## config.mk

```make
export PLATFORM = sky130hd
export DESIGN_NAME = spi_driver
export DESIGN_NICKNAME = d
export VERILOG_FILES = /design/src/rtl/spi_driver_pkg.sv /design/src/rtl/spi_driver_clk_gen.sv /design/src/rtl/spi_driver.sv
export SDC_FILE = /design/constraint.sdc
export NUM_CORES = 1
export LEC_CHECK = 0
export CELL_PAD_IN_SITES_DETAIL_PLACEMENT = 0
export CELL_PAD_IN_SITES_GLOBAL_PLACEMENT = 1
export CORE_MARGIN = 2
export CORE_UTILIZATION = 41
export CTS_BUF_LIST = sky130_fd_sc_hd__clkbuf_16
export DETAILED_ROUTE_END_ITERATION = 16
export HOLD_SLACK_MARGIN = 0.08
export MAX_ROUTING_LAYER = met4
export PLACE_DENSITY_LB_ADDON = 0.1
export SLEW_MARGIN = 40
export SYNTH_ARGS = -nofsm -noshare
export SYNTH_HDL_FRONTEND = slang
export SYNTH_HIERARCHICAL = 1
export SYNTH_SLANG_ARGS = --single-unit
```

## constraint.sdc

```tcl
create_clock -name clk -period 3.26 [get_ports clk]
set_input_delay 0.489 -clock clk [delete_from_list [all_inputs] [get_ports clk]]
set_output_delay 0.489 -clock clk [all_outputs]
set_load 0.005 [all_outputs]
```

## src/rtl/spi_driver_pkg.sv

```systemverilog
// Shared types for the SPI master engine: FSM state encoding, host mode codes
// and small decode helpers.
package spi_driver_pkg;

  typedef enum logic [3:0] {
    ST_IDLE     = 4'd0,
    ST_LOAD     = 4'd1,
    ST_EN_SETUP = 4'd2,
    ST_SHIFT_LO = 4'd3,
    ST_SHIFT_HI = 4'd4,
    ST_EN_HOLD  = 4'd5,
    ST_DONE_RX  = 4'd6
  } state_t;

  localparam logic [1:0] RW_WRITE   = 2'b01;
  localparam logic [1:0] RW_READ    = 2'b10;
  localparam logic [4:0] FRAME_BITS = 5'd16;

  function automatic logic rw_valid(input logic [1:0] rw);
    return (rw == RW_WRITE) || (rw == RW_READ);
  endfunction

  // SPI_EN covers the setup guard, all shift phases and the hold guard
  function automatic logic en_active(input state_t st);
    logic act;
    case (st)
      ST_EN_SETUP, ST_SHIFT_LO, ST_SHIFT_HI, ST_EN_HOLD: act = 1'b1;
      default:                                          act = 1'b0;
    endcase
    return act;
  endfunction

endpackage

```

## src/rtl/spi_driver_clk_gen.sv

```systemverilog
// Phase timer for the SPI engine: counts clk cycles in the current FSM phase
// and raises tick on the last cycle of a phase of length `period`.
module spi_driver_clk_gen #(
  parameter int CW = 8
) (
  input  logic          clk,
  input  logic          reset,
  input  logic          restart,
  input  logic [CW-1:0] period,
  output logic          tick
);

  logic [CW-1:0] cnt_r;

  // Cycle counter within a phase, cleared whenever the FSM changes phase
  always_ff @(posedge clk or posedge reset) begin
    if (reset) begin
      cnt_r <= {CW{1'b0}};
    end else if (restart) begin
      cnt_r <= {CW{1'b0}};
    end else begin
      cnt_r <= cnt_r + {{(CW-1){1'b0}}, 1'b1};
    end
  end

  assign tick = (cnt_r == (period - {{(CW-1){1'b0}}, 1'b1}));

endmodule

```

## src/rtl/spi_driver.sv

```systemverilog
// Single-master 3-wire+EN SPI engine: host write/read commands serialised MSB first.
// Optional macro SPI_MISO_SYNC_EN adds a 2-flop MISO synchroniser (needs CLK_DIV >= 3).
module spi_driver
  import spi_driver_pkg::*;
#(
  parameter int CLK_DIV   = 2,
  parameter int SETUP_CYC = 2
) (
  input  logic       clk,
  input  logic       reset,
  input  logic       command_read,
  input  logic [1:0] Spi_rw,
  input  logic       tx_read,
  input  logic [7:0] Spi_tx_reg,
  input  logic       rx_read,
  output logic [7:0] Spi_rx_reg,
  output logic       busy,
  output logic [3:0] cur_state,
  output logic       SPI_MOSI,
  input  logic       SPI_MISO,
  output logic       SPI_CLK_LINE,
  output logic       SPI_EN
);

  localparam logic [7:0] DIV_P   = 8'(CLK_DIV);
  localparam logic [7:0] SETUP_P = 8'(SETUP_CYC);

  state_t      state_r, state_s;
  logic [1:0]  mode_r;
  logic [7:0]  slot0_r, slot1_r;
  logic [1:0]  ptr_r;
  logic [15:0] shift_r;
  logic [15:0] load_word_s;
  logic [4:0]  bit_cnt_r;
  logic [7:0]  rx_shift_r;
  logic [7:0]  period_s;
  logic        tick_s;
  logic        restart_s;
  logic        cap_s;
  logic        is_read_s;
  logic        read_data_s;
  logic        sample_s;
  logic        miso_s;
  logic        enter_setup_s;
  logic        enter_lo_s;

  assign is_read_s     = (mode_r == RW_READ);
  assign read_data_s   = is_read_s && (bit_cnt_r[4:3] == 2'b01);
  assign cap_s         = tx_read && ((state_r == ST_IDLE) || (state_r == ST_LOAD)) && (ptr_r != 2'd2);
  assign enter_setup_s = (state_r == ST_LOAD) && (state_s == ST_EN_SETUP);
  assign enter_lo_s    = (state_s == ST_SHIFT_LO) && (state_r != ST_SHIFT_LO);
  assign restart_s     = (state_s != state_r);
  assign load_word_s   = is_read_s ? {slot0_r, 8'h00} : {slot0_r, slot1_r};
  assign cur_state     = state_r;

  spi_driver_clk_gen #(.CW(8)) u_clk_gen (
    .clk     (clk),
    .reset   (reset),
    .restart (restart_s),
    .period  (period_s),
    .tick    (tick_s)
  );

`ifdef SPI_MISO_SYNC_EN
  logic [1:0] miso_sync_r;

  if (CLK_DIV < 3) begin : g_div_check
    $error("SPI_MISO_SYNC_EN requires CLK_DIV >= 3");
  end

  // Two-flop synchroniser for the asynchronous slave data line
  always_ff @(posedge clk or posedge reset) begin
    if (reset) begin
      miso_sync_r <= 2'b00;
    end else begin
      miso_sync_r <= {miso_sync_r[0], SPI_MISO};
    end
  end

  assign miso_s   = miso_sync_r[1];
  assign sample_s = (state_r == ST_SHIFT_HI) && tick_s && read_data_s;
`else
  assign miso_s   = SPI_MISO;
  assign sample_s = (state_s == ST_SHIFT_HI) && (state_r != ST_SHIFT_HI) && read_data_s;
`endif

  // Next-state decode and phase length selection
  always_comb begin
    state_s  = state_r;
    period_s = DIV_P;
    case (state_r)
      ST_IDLE: begin
        if (command_read && rw_valid(Spi_rw)) state_s = ST_LOAD;
        else                                  state_s = ST_IDLE;
      end
      ST_LOAD: begin
        if (is_read_s ? (ptr_r != 2'd0) : (ptr_r == 2'd2)) state_s = ST_EN_SETUP;
        else                                              state_s = ST_LOAD;
      end
      ST_EN_SETUP: begin
        period_s = SETUP_P;
        if (tick_s) state_s = ST_SHIFT_HI;
        else        state_s = ST_EN_SETUP;
      end
      ST_SHIFT_HI: begin
        if (tick_s) state_s = ST_SHIFT_LO;
        else        state_s = ST_SHIFT_HI;
      end
      ST_SHIFT_LO: begin
        if (tick_s && (bit_cnt_r == FRAME_BITS)) state_s = ST_EN_HOLD;
        else if (tick_s)                         state_s = ST_SHIFT_HI;
        else                                     state_s = ST_SHIFT_LO;
      end
      ST_EN_HOLD: begin
        period_s = SETUP_P;
        if (tick_s && is_read_s) state_s = ST_DONE_RX;
        else if (tick_s)         state_s = ST_IDLE;
        else                     state_s = ST_EN_HOLD;
      end
      ST_DONE_RX: begin
        if (rx_read) state_s = ST_IDLE;
        else         state_s = ST_DONE_RX;
      end
      default: state_s = ST_IDLE;
    endcase
  end

  // FSM state register
  always_ff @(posedge clk or posedge reset) begin
    if (reset) state_r <= ST_IDLE;
    else       state_r <= state_s;
  end

  // Command mode latch and host byte capture into the two tx slots
  always_ff @(posedge clk or posedge reset) begin
    if (reset) begin
      mode_r  <= 2'b00;
      slot0_r <= 8'h00;
      slot1_r <= 8'h00;
      ptr_r   <= 2'd0;
    end else begin
      if ((state_r == ST_IDLE) && (state_s == ST_LOAD)) mode_r <= Spi_rw;
      if (cap_s) begin
        if (ptr_r == 2'd0) slot0_r <= Spi_tx_reg;
        else               slot1_r <= Spi_tx_reg;
        ptr_r <= ptr_r + 2'd1;
      end else if ((state_r == ST_EN_HOLD) && tick_s) begin
        ptr_r <= 2'd0;
      end
    end
  end

  // MOSI shifter: MSB presented during setup, next bit on each SPI falling edge
  always_ff @(posedge clk or posedge reset) begin
    if (reset) begin
      shift_r   <= 16'h0000;
      SPI_MOSI  <= 1'b0;
      bit_cnt_r <= 5'd0;
    end else begin
      if (enter_setup_s) begin
        shift_r  <= load_word_s;
        SPI_MOSI <= load_word_s[15];
      end else if (enter_lo_s) begin
        shift_r  <= {shift_r[14:0], 1'b0};
        SPI_MOSI <= shift_r[14];
      end else if (state_s == ST_IDLE) begin
        SPI_MOSI <= 1'b0;
      end
      if (enter_setup_s)                          bit_cnt_r <= 5'd0;
      else if ((state_r == ST_SHIFT_HI) && tick_s) bit_cnt_r <= bit_cnt_r + 5'd1;
    end
  end

  // MISO capture during the data half of a read; result published at frame end
  always_ff @(posedge clk or posedge reset) begin
    if (reset) begin
      rx_shift_r <= 8'h00;
      Spi_rx_reg <= 8'h00;
    end else begin
      if (sample_s) rx_shift_r <= {rx_shift_r[6:0], miso_s};
      if ((state_r == ST_EN_HOLD) && (state_s == ST_DONE_RX)) Spi_rx_reg <= rx_shift_r;
    end
  end

  // Registered bus and status outputs, decoded from the upcoming state
  always_ff @(posedge clk or posedge reset) begin
    if (reset) begin
      SPI_EN       <= 1'b0;
      SPI_CLK_LINE <= 1'b0;
      busy         <= 1'b0;
    end else begin
      SPI_EN       <= en_active(state_s);
      SPI_CLK_LINE <= (state_s == ST_SHIFT_HI);
      busy         <= (state_s != ST_IDLE);
    end
  end

endmodule

```

# After elaboration in Yosys (flattened, before gate mapping)
# Index checks and enable logic that the tools add are counted.
# classes
add_sub_neg	3
multipliers	0
n_div	0
order_cmp	0
n_eq_ne	23
n_shift	0
n_mux	23
n_bitwise	1
reduce_logical	28
# ops
cell	n
$mux W15	2
$pmux W4 S7	1
$eq A4 B3 Y1 const B	6
$mux W3	7
$eq A4 B2 Y1 const B	4
$mux W8	2
$logic_and A1 B1 Y1	14
$mux W5	2
$add A8 B1 Y8 const B	1
$eq A4 B1 Y1 const B	2
$eq A8 B1 Y1 const B	1
$logic_not A4 Y1	2
$reduce_bool A2 Y1	4
$eq A2 B2 Y1 const B	3
$mux W1	6
$mux W2	3
$add A5 B1 Y5 const B	1
$eq A5 B5 Y1 const B	1
$eq A2 B1 Y1 const B	2
$ne A4 B2 Y1 const B	1
$ne A4 B3 Y1 const B	1
$ne A4 B4 Y1	1
$reduce_and A2 Y1	2
$reduce_bool A4 Y1	1
other kinds (7)	8
# totals
register_bits	72
latch_bits	0
ram_bits	0
mem_bits_ro	0
input_bits	16
out_inout_bits	16
elab_cells	92
n_memories	0

# Logic depth before layout (Yosys ltp)
# Gate-level depths: netlist of run 1.
# depth
word_depth	9
ltp_mapped	16
ltp_nobuf	13

# By module
# Netlist of run 1, hierarchy kept.
# by_module_without_submodules
mod	instances	cells_per_inst	area_per_inst_um2	seq_area_each_um2
spi_driver	1	245	2841.5	1576.5
spi_driver_clk_gen	1	66	586.8	200.2

# Worst setup path before layout of run 1
# OpenSTA, ideal clock, no wires.
# synth_path
kind	reg2reg
startpoint	reg u_clk_gen.cnt_r[7]
endpoint	reg rx_shift_r[0]
setup_ns	0.125
t_arrival_ns	2.627
required_ns	3.135
slack_ns	0.508
path_stages_with_launch	11
n_path_buf	1
period_less_slack_ns	2.752
path_cell_list	dfrtp_1 > xnor2_1 > nor4bb_1 > a31oi_1 > a211oi_1 > buf_2 > inv_1 > a31oi_1 > nand4_2 > nor3_4 > mux2_2
# synth_between
elab_chain_cells	7
word_cells_on_any_way	13
cone_classes	eq/ne: 2; mux: 7; reduce/logical: 4
# synth_rtl
item	line_no	text
start, declared	spi_driver_clk_gen.sv:13	logic [CW-1:0] cnt_r;
start signal, assigned	spi_driver_clk_gen.sv:18	cnt_r <= {CW{1'b0}};
start signal, assigned	spi_driver_clk_gen.sv:20	cnt_r <= {CW{1'b0}};
start signal, assigned	spi_driver_clk_gen.sv:22	cnt_r <= cnt_r + {{(CW-1){1'b0}}, 1'b1};
$eq A8 B1 Y1 (*)	spi_driver_clk_gen.sv:26	assign tick = (cnt_r == (period - {{(CW-1){1'b0}}, 1'b1}));
net tick_s	spi_driver.sv:37	logic tick_s;
$mux W3, or another cell as far along	spi_driver.sv:117	else if (tick_s) state_s = ST_IDLE;
$mux W3 (on tied branches)	spi_driver.sv:116, spi_driver.sv:110	
$pmux W4 S7 (*)	spi_driver.sv:91	case (state_r)
net state_s[0]	spi_driver.sv:28	state_t state_r, state_s;
$eq A4 B3 Y1 (*)	spi_driver.sv:84	assign sample_s = (state_s == ST_SHIFT_HI) && (state_r != ST_SHIFT_HI) && read_data_s;
$logic_and A1 B1 Y1 (*) (2 in a row)	spi_driver.sv:84	
end signal, assigned	spi_driver.sv:180	if (sample_s) rx_shift_r <= {rx_shift_r[6:0], miso_s};
end, declared	spi_driver.sv:35	logic [7:0] rx_shift_r;
# The timed path passes the listed nets; every way through them passes the cells marked *.
# A chain may end at the register's enable or synchronous reset.

# Worst setup path after layout of run 1
# layout_path
startpoint	reg u_clk_gen.cnt_r[7]
endpoint	reg rx_shift_r[7]
# Same word-level chain as after synthesis.

==> flow_metrics.env, run 1 <==
export IMPL_status="finished clean"
export IMPL_worst_path_dominant_cell_family="simple AND/OR/NAND/NOR gates"
export IMPL_cts_buffers=9
export IMPL_synth_top_cell_by_area="dfrtp_1"
export IMPL_post_dp_cell_area_sq_um=4000
export IMPL_cts_repair_resized=0
export IMPL_drc=0
export IMPL_period_share=0.893
export IMPL_coreArea_sq_um=8180
export IMPL_critPathBufInv=1
export IMPL_min_path_type="in -> async"
export IMPL_clockBufferDepth=2
export IMPL_grt_overflow_total=0
export IMPL_slowest_stage="nor3_4"
export IMPL_rows=33
export IMPL_pre_cts_slack_ps=327
export IMPL_place_congestion=0.837
export IMPL_relSlewSlack=0.493
export IMPL_cp_end_kind="flip-flop"
export IMPL_diodes=0
export IMPL_ys_seq_elements=71
export IMPL_skew_ps=4.90
export IMPL_die_area_sq_um=9110
export IMPL_io_pins=32
export IMPL_path_cells="xnor2_1 -> nor4bb_1 -> a31oi_1 -> a211oi_1 -> inv_1 -> a31oi_1 -> nand4_2 -> nor3_4 -> mux2_2"
export IMPL_rsz0062_at_grt="false"
export IMPL_setup_violations=0
export IMPL_cts_setup_buffers=0
export IMPL_cp_start_kind="flip-flop"
export IMPL_drtPass1Iterations=5
export IMPL_cpPeakStageDelay_ps=470
export IMPL_fin_util=0.525
export IMPL_drive_above_1_share=0.179
export IMPL_cts_root_buf="clkbuf_16"
export IMPL_clk_pin_slew_worst_paths_ps=60
export IMPL_yosysMostFrequentCell="dfrtp_1"
export IMPL_synthesis_area_sq_um=3430
export IMPL_synth_common_cells="dfrtp_1, mux2_2, nand2_1"
export IMPL_nNetsFinal=397
export IMPL_power_total_uw=2640
export IMPL_async_reset_ff_frac=1.00
export IMPL_dieHeight_microns=95.4
export IMPL_yosysWarnings=6
export IMPL_antenna_found_initial=0
export IMPL_grt_usage=0.175
export IMPL_final_antenna_net_count=0
export IMPL_r2r_setup_slack_ps=350
export IMPL_vias=2371
export IMPL_synth_edf_count=0
export IMPL_slew_violations=0
export IMPL_fillers=747
export IMPL_via_per_inst=4.90
export IMPL_cts_sinks=71
export IMPL_place_hpwl_microns=4700
export IMPL_crit_fanout=8
export IMPL_netlist_top_cells_area="dfrtp_1, mux2_2, xor2_1, nand2_1, nor2_1"
export IMPL_syn_inst=311
export IMPL_top_register="shift_r"
export IMPL_worst_pin_slew_ps=758
export IMPL_layout_min_cycle_time_ps=2910
export IMPL_syn_to_final_growth_pct=25.1
export IMPL_max_freq_mhz=343
export IMPL_criticalPathCategory="reg -> reg"
export IMPL_chipWidth_microns=95.4
export IMPL_drv_cap=0
export IMPL_synth_main_ff_cell="dfrtp_1"
export IMPL_wl_microns=6930
export IMPL_vdd_drop_max_uv=328
export IMPL_final_area_sq_um=4290
export IMPL_power_density_nw_per_um2=617
export IMPL_portBuffers=30
export IMPL_setup_ws_ps=348
export IMPL_start_util=0.419
export IMPL_clock_latency_ps=330
export IMPL_largest_reg_flops=15
export IMPL_wl_per_cell_microns=14.3
export IMPL_synth_distinct_cells=44
export IMPL_drt_iter0_markers=64
export IMPL_p_leak_uw=0.00199
export IMPL_hold_viol=0
export IMPL_setup_tns_ps=0
export IMPL_yosys_area_top_type_share=0.518
export IMPL_worstPathRequired_ps=3470
export IMPL_avgSynthCellArea_sq_um=11.0
export IMPL_cpMostUsedCell="a31oi_1"
export IMPL_postCtsHoldBufs=0
export IMPL_grt_pass1_vias=2408
export IMPL_cts_tree="yes"
export IMPL_synth_seq_area_share=0.518
export IMPL_htreeDepth=3
export IMPL_grt_pass1_wl_microns=11700
export IMPL_critPathArrivalTime_ps=3120
export IMPL_grt_max_degree=64
## placed cells by master, fill, tap and decap left out, drive strengths merged, types with 4 or more instances in the layout
cell type / n
a22oi: 6
nand3: 13
buf: 9
nor4: 4
xor2: 13
mux2i: 8
clkbuf: 9
a31oi: 4
o21ai: 17
clkdlybuf4s50: 30
nand4: 7
mux2: 34
a21oi: 7
nand2b: 6
nor2: 24
conb: 29
xnor2: 10
dfrtp: 71
ha: 6
nand2: 26
inv: 12
## area by class of cell
type	count	area [sq um]	area share
inverter	12	45.0	0.0105
sequential	71	1780	0.414
timing repair buffer	39	372	0.0866
tap	105	131	0.0306
clock buffer	9	225	0.0525
clock inverter	6	62.6	0.0146
multi-input combinational	242	1680	0.391
## per-layer routing
metal,wire [microns],track usage,share of wire,vias up
met5,0,-,0,-
met4,139,0.0643,0.020,0
met3,298,0.0403,0.043,13
met2,3170,0.256,0.46,52
met1,3320,0.238,0.48,1117
li1,-,-,-,1189
## worst paths after layout
kind	depth (start not counted)	to	from
min in group clk	2	shift_r[8]$_DFFE_PP0P_	shift_r[8]$_DFFE_PP0P_
setup reg to reg	9	rx_shift_r[7]$_DFFE_PP0P_	u_clk_gen/cnt_r[7]$_DFF_PP0_
hold / removal	2	u_clk_gen/cnt_r[0]$_DFF_PP0_	reset
max in group asynchronous	3	bit_cnt_r[3]$_DFFE_PP0P_	reset
setup / recovery	9	rx_shift_r[7]$_DFFE_PP0P_	u_clk_gen/cnt_r[7]$_DFF_PP0_
hold reg to reg	2	shift_r[8]$_DFFE_PP0P_	shift_r[8]$_DFFE_PP0P_
## report_power, final
| part | switching, uW | leakage [uW] | internal (uW) |
|---|---|---|---|
| sequential | 106 | 0.000965 | 1000 |
| clock | 364 | 0.000135 | 584 |
| combinational | 315 | 0.000885 | 270 |
| total | 785 | 0.00199 | 1860 |
## logic make-up after synthesis
kind of cell / count (synthesis) / synth area share
and+or+nand+nor: 98 / 0.151
other: 2 / 0.00219
xor gates and xnor gates: 23 / 0.0588
adders and majority gates: 6 / 0.0219
DFF: 71 / 0.518
AOI/OAI and AO/OA: 44 / 0.0825
buffers and inverters: 25 / 0.0303
muxes: 42 / 0.135
## through the flow
stage | hold WS, ps | cells
3_3_place_gp | 462 | 469
2_1_floorplan | 305 | 338
4_1_cts | 473 | 484
5_1_grt | 498 | 484
3_5_place_dp | 467 | 469
6_report | 460 | 484
Power figures use the tool's default switching activity.
==> run 2: changes to the inputs <==
CAP_MARGIN = 20   (was unset)
==> results of run 2 <==
No change in the layout: final DEF, timing and power equal those of run 1.
